**config.mk**
```make
export PLATFORM = sky130hd
export DESIGN_NAME = mux4_rr_arbiter
export DESIGN_NICKNAME = d
export VERILOG_FILES = /design/src/rtl/mux4_rr_arbiter_pkg.sv /design/src/rtl/mux4_rr_arbiter_mux4.sv /design/src/rtl/mux4_rr_arbiter_rr_pick4.sv /design/src/rtl/mux4_rr_arbiter.sv
export SDC_FILE = /design/constraint.sdc
export NUM_CORES = 1
export LEC_CHECK = 0
export CAP_MARGIN = 40
export CORE_ASPECT_RATIO = 1.1
export CORE_MARGIN = 10
export CORE_UTILIZATION = 41
export CTS_CLUSTER_DIAMETER = 150
export DETAILED_ROUTE_END_ITERATION = 12
export PLACE_DENSITY = 0.87
export SLEW_MARGIN = 15
export SYNTH_ARGS = -nofsm -noshare
export SYNTH_HDL_FRONTEND = slang
export SYNTH_SLANG_ARGS = --single-unit
```
**constraint.sdc**
```tcl
create_clock -name clk -period 2.65 [get_ports clk]
set_input_delay 0.3975 -clock clk [delete_from_list [all_inputs] [get_ports clk]]
set_output_delay 0.3975 -clock clk [all_outputs]
set_load 0.02 [all_outputs]
```
**src/rtl/mux4_rr_arbiter_pkg.sv**
```systemverilog
// Shared definitions for the 4-way round-robin arbiter: state encoding,
// requester count and a one-hot to index helper.
package mux4_rr_arbiter_pkg;

  localparam int NUM_REQ = 4;
  localparam int CNT_W   = 4;

  localparam logic IDLE  = 1'b0;
  localparam logic GRANT = 1'b1;

  function automatic logic [1:0] onehot_to_idx(input logic [NUM_REQ-1:0] oh);
    return {oh[3] | oh[2], oh[3] | oh[1]};
  endfunction

endpackage

```
**src/rtl/mux4_rr_arbiter_mux4.sv**
```systemverilog
// Single-bit 4:1 multiplexer, select {s1,s0}.
module mux4 (
  input  logic d0,
  input  logic d1,
  input  logic d2,
  input  logic d3,
  input  logic s0,
  input  logic s1,
  output logic y
);

  always_comb begin
    case ({s1, s0})
      2'd0:    y = d0;
      2'd1:    y = d1;
      2'd2:    y = d2;
      default: y = d3;
    endcase
  end

endmodule

```
**src/rtl/mux4_rr_arbiter_rr_pick4.sv**
```systemverilog
// Combinational rotating priority search: first requester with req & mask set,
// scanning from i_start upward and wrapping 3->0.
module rr_pick4
  import mux4_rr_arbiter_pkg::*;
(
  input  logic [NUM_REQ-1:0] i_req,
  input  logic [NUM_REQ-1:0] i_mask,
  input  logic [1:0]         i_start,
  output logic               o_found,
  output logic [1:0]         o_idx
);

  always_comb begin
    logic [1:0] w_pos;
    w_pos   = '0;
    o_found = 1'b0;
    o_idx   = '0;
    // Scan from the farthest offset down so the nearest candidate wins last.
    for (int k = NUM_REQ - 1; k >= 0; k--) begin
      w_pos = i_start + 2'(k);
      if (i_req[w_pos] && i_mask[w_pos]) begin
        o_found = 1'b1;
        o_idx   = w_pos;
      end
    end
  end

endmodule

```
**src/rtl/mux4_rr_arbiter.sv**
```systemverilog
// Round-robin arbiter sharing one 4:1 word mux between four requesters, with a
// per-grant burst limit and a valid/ready output stream.
module mux4_rr_arbiter
  import mux4_rr_arbiter_pkg::*;
#(
  parameter int WIDTH     = 8,
  parameter int MAX_BURST = 4
) (
  input  logic               clk,
  input  logic               rst_n,
  input  logic [NUM_REQ-1:0] req,
  input  logic [WIDTH-1:0]   in0,
  input  logic [WIDTH-1:0]   in1,
  input  logic [WIDTH-1:0]   in2,
  input  logic [WIDTH-1:0]   in3,
  input  logic               out_ready,
  output logic [NUM_REQ-1:0] gnt,
  output logic [1:0]         sel,
  output logic [WIDTH-1:0]   out_data,
  output logic               out_valid,
  output logic [CNT_W-1:0]   beat_cnt
);

  logic               r_state;
  logic [NUM_REQ-1:0] r_gnt;
  logic [1:0]         r_sel;
  logic [1:0]         r_last;
  logic [CNT_W-1:0]   r_beat_cnt;

  logic               w_state_next;
  logic [NUM_REQ-1:0] w_gnt_next;
  logic [1:0]         w_sel_next;
  logic [1:0]         w_last_next;
  logic [CNT_W-1:0]   w_cnt_next;

  logic               w_valid;
  logic               w_xfer;
  logic               w_release;
  logic [NUM_REQ-1:0] w_mask;
  logic [1:0]         w_start;
  logic               w_found;
  logic [1:0]         w_idx;
  logic [WIDTH-1:0]   w_mux_data;

  assign w_valid   = (r_gnt != '0) && req[r_sel];
  assign w_xfer    = w_valid && out_ready;
  assign w_release = (r_state == GRANT) &&
                     (!req[r_sel] || (w_xfer && r_beat_cnt == CNT_W'(MAX_BURST - 1)));

  // While granted the current owner is excluded so it cannot regain back-to-back.
  assign w_mask  = (r_state == GRANT) ? ~r_gnt : '1;
  assign w_start = ((r_state == GRANT) ? onehot_to_idx(r_gnt) : r_last) + 2'd1;

  rr_pick4 u_pick (
    .i_req   (req),
    .i_mask  (w_mask),
    .i_start (w_start),
    .o_found (w_found),
    .o_idx   (w_idx)
  );

  always_ff @(posedge clk or negedge rst_n) begin
    if (!rst_n) begin
      r_state    <= IDLE;
      r_gnt      <= '0;
      r_sel      <= '0;
      r_last     <= 2'd3;
      r_beat_cnt <= '0;
    end else begin
      r_state    <= w_state_next;
      r_gnt      <= w_gnt_next;
      r_sel      <= w_sel_next;
      r_last     <= w_last_next;
      r_beat_cnt <= w_cnt_next;
    end
  end

  always_comb begin
    w_state_next = r_state;
    case (r_state)
      IDLE:    if (w_found) w_state_next = GRANT;
      default: if (w_release && !w_found) w_state_next = IDLE;
    endcase
  end

  always_comb begin
    w_gnt_next  = r_gnt;
    w_sel_next  = r_sel;
    w_last_next = r_last;
    w_cnt_next  = r_beat_cnt;
    if ((r_state == IDLE) || w_release) begin
      w_cnt_next = '0;
      if (w_found) begin
        w_gnt_next  = NUM_REQ'(1) << w_idx;
        w_sel_next  = w_idx;
        w_last_next = w_idx;
      end else begin
        w_gnt_next = '0;
      end
    end else if (w_xfer) begin
      w_cnt_next = r_beat_cnt + CNT_W'(1);
    end
  end

  for (genvar gi = 0; gi < WIDTH; gi++) begin : g_mux
    mux4 u_mux (
      .d0 (in0[gi]),
      .d1 (in1[gi]),
      .d2 (in2[gi]),
      .d3 (in3[gi]),
      .s0 (r_sel[0]),
      .s1 (r_sel[1]),
      .y  (w_mux_data[gi])
    );
  end

  assign gnt       = r_gnt;
  assign sel       = r_sel;
  assign beat_cnt  = r_beat_cnt;
  assign out_valid = w_valid;
  assign out_data  = (r_gnt != '0) ? w_mux_data : '0;

endmodule

```
==> flow_summary.html, run 1 <==
<table>
<tr><th>Metric</th><th>Value</th></tr>
<tr><th colspan="2">Routing</th></tr>
<tr><td>Number of nets still failing antenna checks after routing</td><td>0</td></tr>
<tr><td>Final Routed Wirelength</td><td>4180 um</td></tr>
<tr><td>Via count</td><td>1326</td></tr>
<tr><td>Via-to-Cell Ratio</td><td>5.89</td></tr>
<tr><td>Average wire length per cell after detail routing</td><td>18.6 um</td></tr>
<tr><td>Initial detailed-routing violation count</td><td>56</td></tr>
<tr><td>DRC</td><td>0</td></tr>
<tr><td>Number of iterations in the first detailed-routing pass</td><td>4</td></tr>
<tr><th colspan="2">Floorplan</th></tr>
<tr><td>Row count</td><td>21</td></tr>
<tr><td>Die Y-Extent</td><td>78.2 um</td></tr>
<tr><td>Ports placed on the boundary</td><td>58</td></tr>
<tr><td>Placeable Area</td><td>3000 sq um</td></tr>
<tr><td>Die area</td><td>5700 sq um</td></tr>
<tr><td>Width of the die</td><td>72.9 um</td></tr>
<tr><td>Initial standard-cell utilization of the core</td><td>0.421</td></tr>
<tr><th colspan="2">Yosys</th></tr>
<tr><td>Most frequently used flop master after synthesis</td><td>dfrtp_1</td></tr>
<tr><td>Top cells by instance count after synthesis</td><td>nor2_1, dfrtp_1, nand2_1</td></tr>
<tr><td>Post-Synthesis Net Count</td><td>172</td></tr>
<tr><td>Post-synthesis cell type with the largest combined area</td><td>dfrtp_1</td></tr>
<tr><td>Count of distinct cell types in the synthesized netlist</td><td>48</td></tr>
<tr><td>Post-synth EDFFs</td><td>0</td></tr>
<tr><td>Total of flip-flops plus latches after synthesis</td><td>13</td></tr>
<tr><td>Syn Area/Cell</td><td>9.55 sq um</td></tr>
<tr><td>Async set-reset flop share out of synthesis</td><td>1.00</td></tr>
<tr><td>Number of warnings printed during yosys synthesis</td><td>0</td></tr>
<tr><td>Seq/Total Area, Yosys</td><td>0.260</td></tr>
<tr><td>Cell area after synthesis</td><td>1260 sq um</td></tr>
<tr><td>Synth top area share</td><td>0.218</td></tr>
<tr><td>Dominant cell by count in the synthesized netlist</td><td>nor2_1</td></tr>
<tr><td>Number of cells produced by synthesis</td><td>132</td></tr>
<tr><td>Area contributors post-synth</td><td>dfrtp_1, mux4_2, dfstp_2</td></tr>
<tr><th colspan="2">Global routing</th></tr>
<tr><td>Number of antenna violations at the first check in global routing</td><td>0</td></tr>
<tr><td>Vias in the first global route</td><td>1362</td></tr>
<tr><td>Combined global-route utilization of all metal layers</td><td>0.141</td></tr>
<tr><td>First-pass GRT wire length</td><td>6640 um</td></tr>
<tr><td>Aggregate global routing overflow</td><td>0</td></tr>
<tr><td>Largest net degree at the start of global routing</td><td>17</td></tr>
<tr><th colspan="2">STA</th></tr>
<tr><td>Least setup slack across all paths after layout</td><td>0.110 ns</td></tr>
<tr><td>Clk_skew</td><td>0.00189 ns</td></tr>
<tr><td>Post-layout minimum cycle time</td><td>2.54 ns</td></tr>
<tr><td>Count of endpoints failing setup in the final report</td><td>0</td></tr>
<tr><td>Slew headroom</td><td>0.612</td></tr>
<tr><td>Unrepaired setup endpoints after global routing</td><td>false</td></tr>
<tr><td>Transition time at the pin with the least slew margin</td><td>0.581 ns</td></tr>
<tr><td>Final period utilization</td><td>0.959</td></tr>
<tr><td>Max-slew violation count</td><td>0</td></tr>
<tr><td>Final hold violations</td><td>0</td></tr>
<tr><td>Total Negative Setup Slacks</td><td>0 ns</td></tr>
<tr><td>Highest Clock Rate</td><td>0.394 GHz</td></tr>
<tr><th colspan="2">Pwr</th></tr>
<tr><td>Maximum ir drop on the vdd rail</td><td>0.797 mV</td></tr>
<tr><td>Leakage power of the design</td><td>0.000759 uW</td></tr>
<tr><td>Power per Cell Area</td><td>1130 nW/um^2</td></tr>
<tr><td>Total chip power</td><td>2160 uW</td></tr>
<tr><th colspan="2">Final layout</th></tr>
<tr><td>Number of fill cells</td><td>254</td></tr>
<tr><td>Utilization of the core after routing</td><td>0.635</td></tr>
<tr><td>N_diodes</td><td>0</td></tr>
<tr><td>Total Nets Final</td><td>232</td></tr>
<tr><td>Fin area</td><td>1900 sq um</td></tr>
<tr><td>Area Overhead vs Synth</td><td>50.8%</td></tr>
<tr><td>Fraction of final layout cells with drive strength greater than 1</td><td>0.152</td></tr>
<tr><th colspan="2">Clock network</th></tr>
<tr><td>CTS tree</td><td>built</td></tr>
<tr><td>Number of CTS-inserted buffers</td><td>3</td></tr>
<tr><td>Setup bufs post-CTS</td><td>0</td></tr>
<tr><td>Worst-path clk slew</td><td>0.08 ns</td></tr>
<tr><td>Root buffer selected by CTS</td><td>clkbuf_4</td></tr>
<tr><td>Insertion delay to the later sink of the worst-skew pair</td><td>0.28 ns</td></tr>
<tr><td>TritonCTS sink count</td><td>13</td></tr>
<tr><td>Largest buffer count on any clock path</td><td>2</td></tr>
<tr><td>Htree depth</td><td>1</td></tr>
<tr><th colspan="2">Setup path</th></tr>
<tr><td>Required time of the worst setup path</td><td>2.25 ns</td></tr>
<tr><td>WP data arrival</td><td>2.14 ns</td></tr>
<tr><td>Crit start category</td><td>flip-flop</td></tr>
<tr><td>Max stage delay cell, worst path</td><td>clkdlybuf4s50_1</td></tr>
<tr><td>Path type of the worst setup path</td><td>reg -&gt; out</td></tr>
<tr><td>Critical Path Sink</td><td>out_data[3]</td></tr>
<tr><td>Start point of the critical path</td><td>sel[0]</td></tr>
<tr><td>Critical register-to-register path startpoint</td><td>gnt[3]</td></tr>
<tr><td>Cells traversed along the worst timing path</td><td>buf_6 &gt; mux4_2 &gt; and2b_1 &gt; clkdlybuf4s50_1</td></tr>
<tr><td>Worst Setup End Kind</td><td>output pin</td></tr>
<tr><td>Worst reg-to-reg setup slack</td><td>0.26 ns</td></tr>
<tr><td>Worst flop-to-flop path endpoint</td><td>gnt[1]</td></tr>
<tr><td>Highest cell delay on the worst timing path</td><td>0.54 ns</td></tr>
<tr><td>Number of cell instances on the worst register-to-register path</td><td>6</td></tr>
<tr><td>Max Fanout on Critical Path</td><td>9</td></tr>
<tr><th colspan="2">Place</th></tr>
<tr><td>Final weighted congestion in routability-driven placement</td><td>0.935</td></tr>
<tr><td>Total of buffers placed on input and output ports</td><td>57</td></tr>
<tr><td>Cell area reported after detailed placement</td><td>1860 sq um</td></tr>
<tr><td>Final HPWL from detailed placement</td><td>3550 um</td></tr>
<tr><td>Worst slack at placement</td><td>0.138 ns</td></tr>
<tr><th colspan="2">Run</th></tr>
<tr><td>Max-Cap Viols</td><td>0</td></tr>
<tr><th colspan="2">Outcome</th></tr>
<tr><td>Status</td><td>finished, final reports clean</td></tr>
<tr><th colspan="2">Worst hold path</th></tr>
<tr><td>Type of the tightest min-delay check</td><td>in -&gt; async</td></tr>
</table>
-- sequential cells by signal (all words and copies together), names as in the netlist --
register	count
gnt	4
beat_cnt	4
sel	2
r_last	2
r_state	1
-- worst max-delay path, delay by kind of cell (launching register included) --
family                 cells  cell delay [ns]
buffers and inverters      2             0.74
DFF                        1             0.43
muxes                      1             0.51
and+or+nand+nor            1             0.18
-- what timing repair did --
action	in CTS	in global routing
setup endpoints to repair	0	4
hold buffers	0	0
hold endpoints to repair	0	0
gates resized for setup	0	3
-- stage by stage --
| step | std cells | hold slack [ns] |
|---|---|---|
| after detailed placement | 221 | 0.493 |
| after CTS | 225 | 0.492 |
| final | 225 | 0.480 |
| after floorplan | 132 | 0.102 |
| after global routing | 225 | 0.504 |
| after global placement | 221 | 0.492 |
-- worst min path at each step --
stage          slack [ns]  depth (start not counted)          end
4_1_cts              0.49                          1  beat_cnt[3]
6_report             0.48                          1       gnt[0]
3_5_place_dp         0.49                          2    r_last[1]
2_1_floorplan        0.10                          0  beat_cnt[0]
3_3_place_gp         0.49                          2    r_last[1]
5_1_grt              0.50                          1       gnt[0]
-- area by class of cell --
class	instances	area, sq um	share of cell area
tap	34	42.5	0.0224
multi-input combinational	105	862	0.453
timing repair buffer	63	619	0.326
sequential	13	329	0.173
clock buffer	4	26.3	0.0138
inverter	6	22.5	0.0118
-- where the power goes --
part           total [uW]  switching [uW]  leakage (uW)  internal (uW)
clock network         125            66.1     0.0000150           58.6
registers             444             162      0.000161            282
logic                1590             772      0.000583            815
-- cell usage in the layout, fill, tap and decap left out, types with 2 or more instances in the layout --
cell	n
nor2b_1	7
o21ai_1	3
inv_1	6
nand2b_1	3
o21ai_0	10
or4_1	2
or2_1	2
xor2_1	2
a21oi_1	4
a211o_1	2
a22o_1	2
nor2_1	12
nand2_1	11
nor3_1	2
nor4b_1	2
o211a_1	2
dfstp_2	2
dfrtp_1	10
xnor2_1	3
mux4_2	9
clkdlybuf4s50_1	57
buf_4	5
and2b_1	4
clkbuf_4	3
-- kinds of logic (layout without fill, tap and decap cells) --
group,count (synthesis),after routing,synth area share
flops,13,13,0.260
simple gates,55,55,0.267
mux,10,10,0.169
fa+ha+maj,1,1,0.00992
xor+xnor,5,5,0.0347
compound gates,34,34,0.196
buf+inv,14,73,0.0635
-- metal layers --
metal,track usage,vias to the layer above,wire length [um]
li1,-,611,-
met3,0.0604,8,592
met4,0.0437,0,70
met5,0,-,0
met1,0.148,623,1610
met2,0.246,84,1910
Note: power is estimated with default switching activity, not from simulation.
==> run 2: changes to the inputs <==
--- a/config.mk
+++ b/config.mk
@@ -11,7 +11,9 @@
 export CORE_UTILIZATION = 41
 export CTS_CLUSTER_DIAMETER = 150
 export DETAILED_ROUTE_END_ITERATION = 12
+export HOLD_SLACK_MARGIN = 0.02
 export PLACE_DENSITY = 0.87
+export REMOVE_ABC_BUFFERS = 1
 export SLEW_MARGIN = 15
 export SYNTH_ARGS = -nofsm -noshare
 export SYNTH_HDL_FRONTEND = slang
==> run 2 against run 1 <==
  * Fmax is 0.46% lower
  * Via count fell by 2.9%
  * Cell count down 0.44%
  * Global-route usage decreased by 0.73 points
  * Critical path type unchanged
  * Critical endpoint is now out_data[1]
==> flow_summary.html, run 2 (same netlist as run 1, synthesis figures left out) <==
<table>
<tr><th>Metric</th><th>Value</th></tr>
<tr><th colspan="2">Clock network</th></tr>
<tr><td>Htree depth</td><td>1 (unchanged)</td></tr>
<tr><td>Number of CTS-inserted buffers</td><td>3 (unchanged)</td></tr>
<tr><td>TritonCTS sink count</td><td>13 (unchanged)</td></tr>
<tr><td>Post-CTS Hold Fix Bufs</td><td>0 (unchanged)</td></tr>
<tr><td>Setup bufs post-CTS</td><td>0 (unchanged)</td></tr>
<tr><td>Insertion delay to the later sink of the worst-skew pair</td><td>0.26 ns (was 0.28 ns)</td></tr>
<tr><td>Worst-path clk slew</td><td>0.07 ns (was 0.08 ns)</td></tr>
<tr><td>Root buffer selected by CTS</td><td>clkbuf_4 (unchanged)</td></tr>
<tr><td>CTS tree</td><td>built (unchanged)</td></tr>
<tr><td>Largest buffer count on any clock path</td><td>2 (unchanged)</td></tr>
<tr><th colspan="2">Global routing</th></tr>
<tr><td>Number of antenna violations at the first check in global routing</td><td>0 (unchanged)</td></tr>
<tr><td>Vias in the first global route</td><td>1315 (was 1362)</td></tr>
<tr><td>First-pass GRT wire length</td><td>6320 um (was 6640 um)</td></tr>
<tr><td>Aggregate global routing overflow</td><td>0 (unchanged)</td></tr>
<tr><td>Largest net degree at the start of global routing</td><td>17 (unchanged)</td></tr>
<tr><td>Combined global-route utilization of all metal layers</td><td>0.134 (was 0.141)</td></tr>
<tr><th colspan="2">Setup path</th></tr>
<tr><td>Start point of the critical path</td><td>gnt[1] (was sel[0])</td></tr>
<tr><td>Worst Setup End Kind</td><td>output pin (unchanged)</td></tr>
<tr><td>Critical register-to-register path startpoint</td><td>r_state (was gnt[3])</td></tr>
<tr><td>Number of cell instances on the worst register-to-register path</td><td>7 (was 6)</td></tr>
<tr><td>Crit start category</td><td>flip-flop (unchanged)</td></tr>
<tr><td>WP data arrival</td><td>2.15 ns (was 2.14 ns)</td></tr>
<tr><td>Max Fanout on Critical Path</td><td>10 (was 9)</td></tr>
<tr><td>Worst flop-to-flop path endpoint</td><td>gnt[0] (was gnt[1])</td></tr>
<tr><td>Path type of the worst setup path</td><td>reg -&gt; out (unchanged)</td></tr>
<tr><td>Critical Path Sink</td><td>out_data[1] (was out_data[3])</td></tr>
<tr><td>Required time of the worst setup path</td><td>2.25 ns (about the same)</td></tr>
<tr><td>Worst reg-to-reg setup slack</td><td>0.24 ns (was 0.26 ns)</td></tr>
<tr><th colspan="2">STA</th></tr>
<tr><td>Unrepaired setup endpoints after global routing</td><td>false (unchanged)</td></tr>
<tr><td>Transition time at the pin with the least slew margin</td><td>0.543 ns (was 0.581 ns)</td></tr>
<tr><td>Max-slew violation count</td><td>0 (unchanged)</td></tr>
<tr><td>Final period utilization</td><td>0.963 (was 0.959)</td></tr>
<tr><td>Slew headroom</td><td>0.637 (was 0.612)</td></tr>
<tr><td>Post-layout minimum cycle time</td><td>2.55 ns (was 2.54 ns)</td></tr>
<tr><td>Final hold violations</td><td>0 (unchanged)</td></tr>
<tr><td>Highest Clock Rate</td><td>0.392 GHz (was 0.394 GHz)</td></tr>
<tr><td>Clk_skew</td><td>0.00148 ns (was 0.00189 ns)</td></tr>
<tr><td>Total Negative Setup Slacks</td><td>0 ns (unchanged)</td></tr>
<tr><td>Count of endpoints failing setup in the final report</td><td>0 (unchanged)</td></tr>
<tr><th colspan="2">Routing</th></tr>
<tr><td>Initial detailed-routing violation count</td><td>40 (was 56)</td></tr>
<tr><td>Via-to-Cell Ratio</td><td>5.75 (was 5.89)</td></tr>
<tr><td>Number of nets still failing antenna checks after routing</td><td>0 (unchanged)</td></tr>
<tr><td>Via count</td><td>1288 (was 1326)</td></tr>
<tr><td>Number of iterations in the first detailed-routing pass</td><td>4 (unchanged)</td></tr>
<tr><td>Average wire length per cell after detail routing</td><td>18.3 um (was 18.6 um)</td></tr>
<tr><td>Final Routed Wirelength</td><td>4090 um (was 4180 um)</td></tr>
<tr><td>DRC</td><td>0 (unchanged)</td></tr>
<tr><th colspan="2">Final layout</th></tr>
<tr><td>Cell Count, Final, Fillers Out</td><td>224 (was 225)</td></tr>
<tr><td>N_diodes</td><td>0 (unchanged)</td></tr>
<tr><td>Fraction of final layout cells with drive strength greater than 1</td><td>0.142 (was 0.152)</td></tr>
<tr><td>Area Overhead vs Synth</td><td>49.4% (was 50.8%)</td></tr>
<tr><td>Number of fill cells</td><td>248 (was 254)</td></tr>
<tr><td>Fin area</td><td>1880 sq um (was 1900 sq um)</td></tr>
<tr><td>Area occupied by multi-input gates</td><td>853 sq um (was 862 sq um)</td></tr>
<tr><td>Footprint of the flip-flops and latches</td><td>328 sq um (was 329 sq um)</td></tr>
<tr><td>Leading cell types in the layout, fill and taps excluded</td><td>clkdlybuf4s50_1, nor2_1, nand2_1, dfrtp_1, o21ai_0 (was clkdlybuf4s50_1, nor2_1, nand2_1)</td></tr>
<tr><td>Most common cell after layout, fill and taps aside</td><td>clkdlybuf4s50_1 (unchanged)</td></tr>
<tr><td>Total Nets Final</td><td>231 (was 232)</td></tr>
<tr><th colspan="2">Floorplan</th></tr>
<tr><td>Initial standard-cell utilization of the core</td><td>0.421 (unchanged)</td></tr>
<tr><td>Ports placed on the boundary</td><td>58 (unchanged)</td></tr>
<tr><td>Placeable Area</td><td>3000 sq um (unchanged)</td></tr>
<tr><td>Die Y-Extent</td><td>78.2 um (unchanged)</td></tr>
<tr><td>Width of the die</td><td>72.9 um (unchanged)</td></tr>
<tr><td>Die area</td><td>5700 sq um (unchanged)</td></tr>
<tr><td>Row count</td><td>21 (unchanged)</td></tr>
<tr><th colspan="2">Place</th></tr>
<tr><td>Number of cells after detailed placement</td><td>220 (was 221)</td></tr>
<tr><td>Final HPWL from detailed placement</td><td>3470 um (was 3550 um)</td></tr>
<tr><td>Final weighted congestion in routability-driven placement</td><td>0.897 (was 0.935)</td></tr>
<tr><td>Cell area reported after detailed placement</td><td>1850 sq um (was 1860 sq um)</td></tr>
<tr><td>Total of buffers placed on input and output ports</td><td>57 (unchanged)</td></tr>
<tr><th colspan="2">Outcome</th></tr>
<tr><td>Status</td><td>finished, final reports clean (unchanged)</td></tr>
<tr><th colspan="2">Run</th></tr>
<tr><td>Max-Cap Viols</td><td>0 (unchanged)</td></tr>
<tr><th colspan="2">Pwr</th></tr>
<tr><td>Total chip power</td><td>2120 uW (was 2160 uW)</td></tr>
<tr><td>Power per Cell Area</td><td>1130 nW/um^2 (about the same)</td></tr>
<tr><td>Maximum ir drop on the vdd rail</td><td>0.790 mV (was 0.797 mV)</td></tr>
<tr><td>Leakage power of the design</td><td>0.000753 uW (was 0.000759 uW)</td></tr>
<tr><th colspan="2">Worst hold path</th></tr>
<tr><td>Type of the tightest min-delay check</td><td>in -&gt; async (unchanged)</td></tr>
</table>
run 2: cell count changes in the layout (fill, tap and decap cells not counted), sizes merged:
cell / before / now
buf: 6 / 5
run 2: timing repair:
| item | CTS | global route |
|---|---|---|
| gates resized for setup | 0 | 1 |
| endpoints found under the setup margin | 0 | 3 |
| endpoints found under the hold margin | 0 | 0 |
run 2: area by class of cell:
cell class                      instances  share of cell area
Multi-Input combinational cell        105               0.453
Timing Repair Buffer                   62               0.325
Clock buffer                            4              0.0139
Inverter                                6              0.0120
Tap cell                               34              0.0226
Sequential cell                        13               0.174
run 2: where the power goes:
part | internal, uW | switching [uW] | leakage, uW
Clock | 58.1 | 54.8 | 0.0000150
Combinational | 795 | 768 | 0.000576
Sequential | 281 | 164 | 0.000162
run 2: how the worst min path moves through the flow:
stage / endpoint / slack [ns]
after floorplan: beat_cnt[0] / 0.10
after global placement: r_last[1] / 0.50
after detailed placement: r_last[1] / 0.54
after CTS: sel[0] / 0.50
after global routing: sel[0] / 0.52
final: sel[0] / 0.49
run 2: metal layers:
metal	up-vias	GRT usage	part of all wire
met5	-	0	0
li1	610	-	-
met4	0	0.0152	0.0037
met3	4	0.0365	0.077
met2	71	0.234	0.47
met1	603	0.163	0.45
run 2: stage by stage:
stage | util | setup slack [ns] | hold slack (ns)
6_report | 0.629 | 0.0979 | 0.486
5_1_grt | 0.629 | 0.00403 | 0.522
4_1_cts | 0.628 | 0.0346 | 0.499
3_5_place_dp | 0.619 | 0.112 | 0.545
3_3_place_gp | 0.619 | 0.149 | 0.503
2_1_floorplan | - | 0.393 | 0.102
run 2: critical path, stage by stage (launching register included):
cell and delay, ns:
dfrtp_1 0.53, nor4_2 0.41, buf_4 0.22, and2b_1 0.19
clkdlybuf4s50_1 0.54
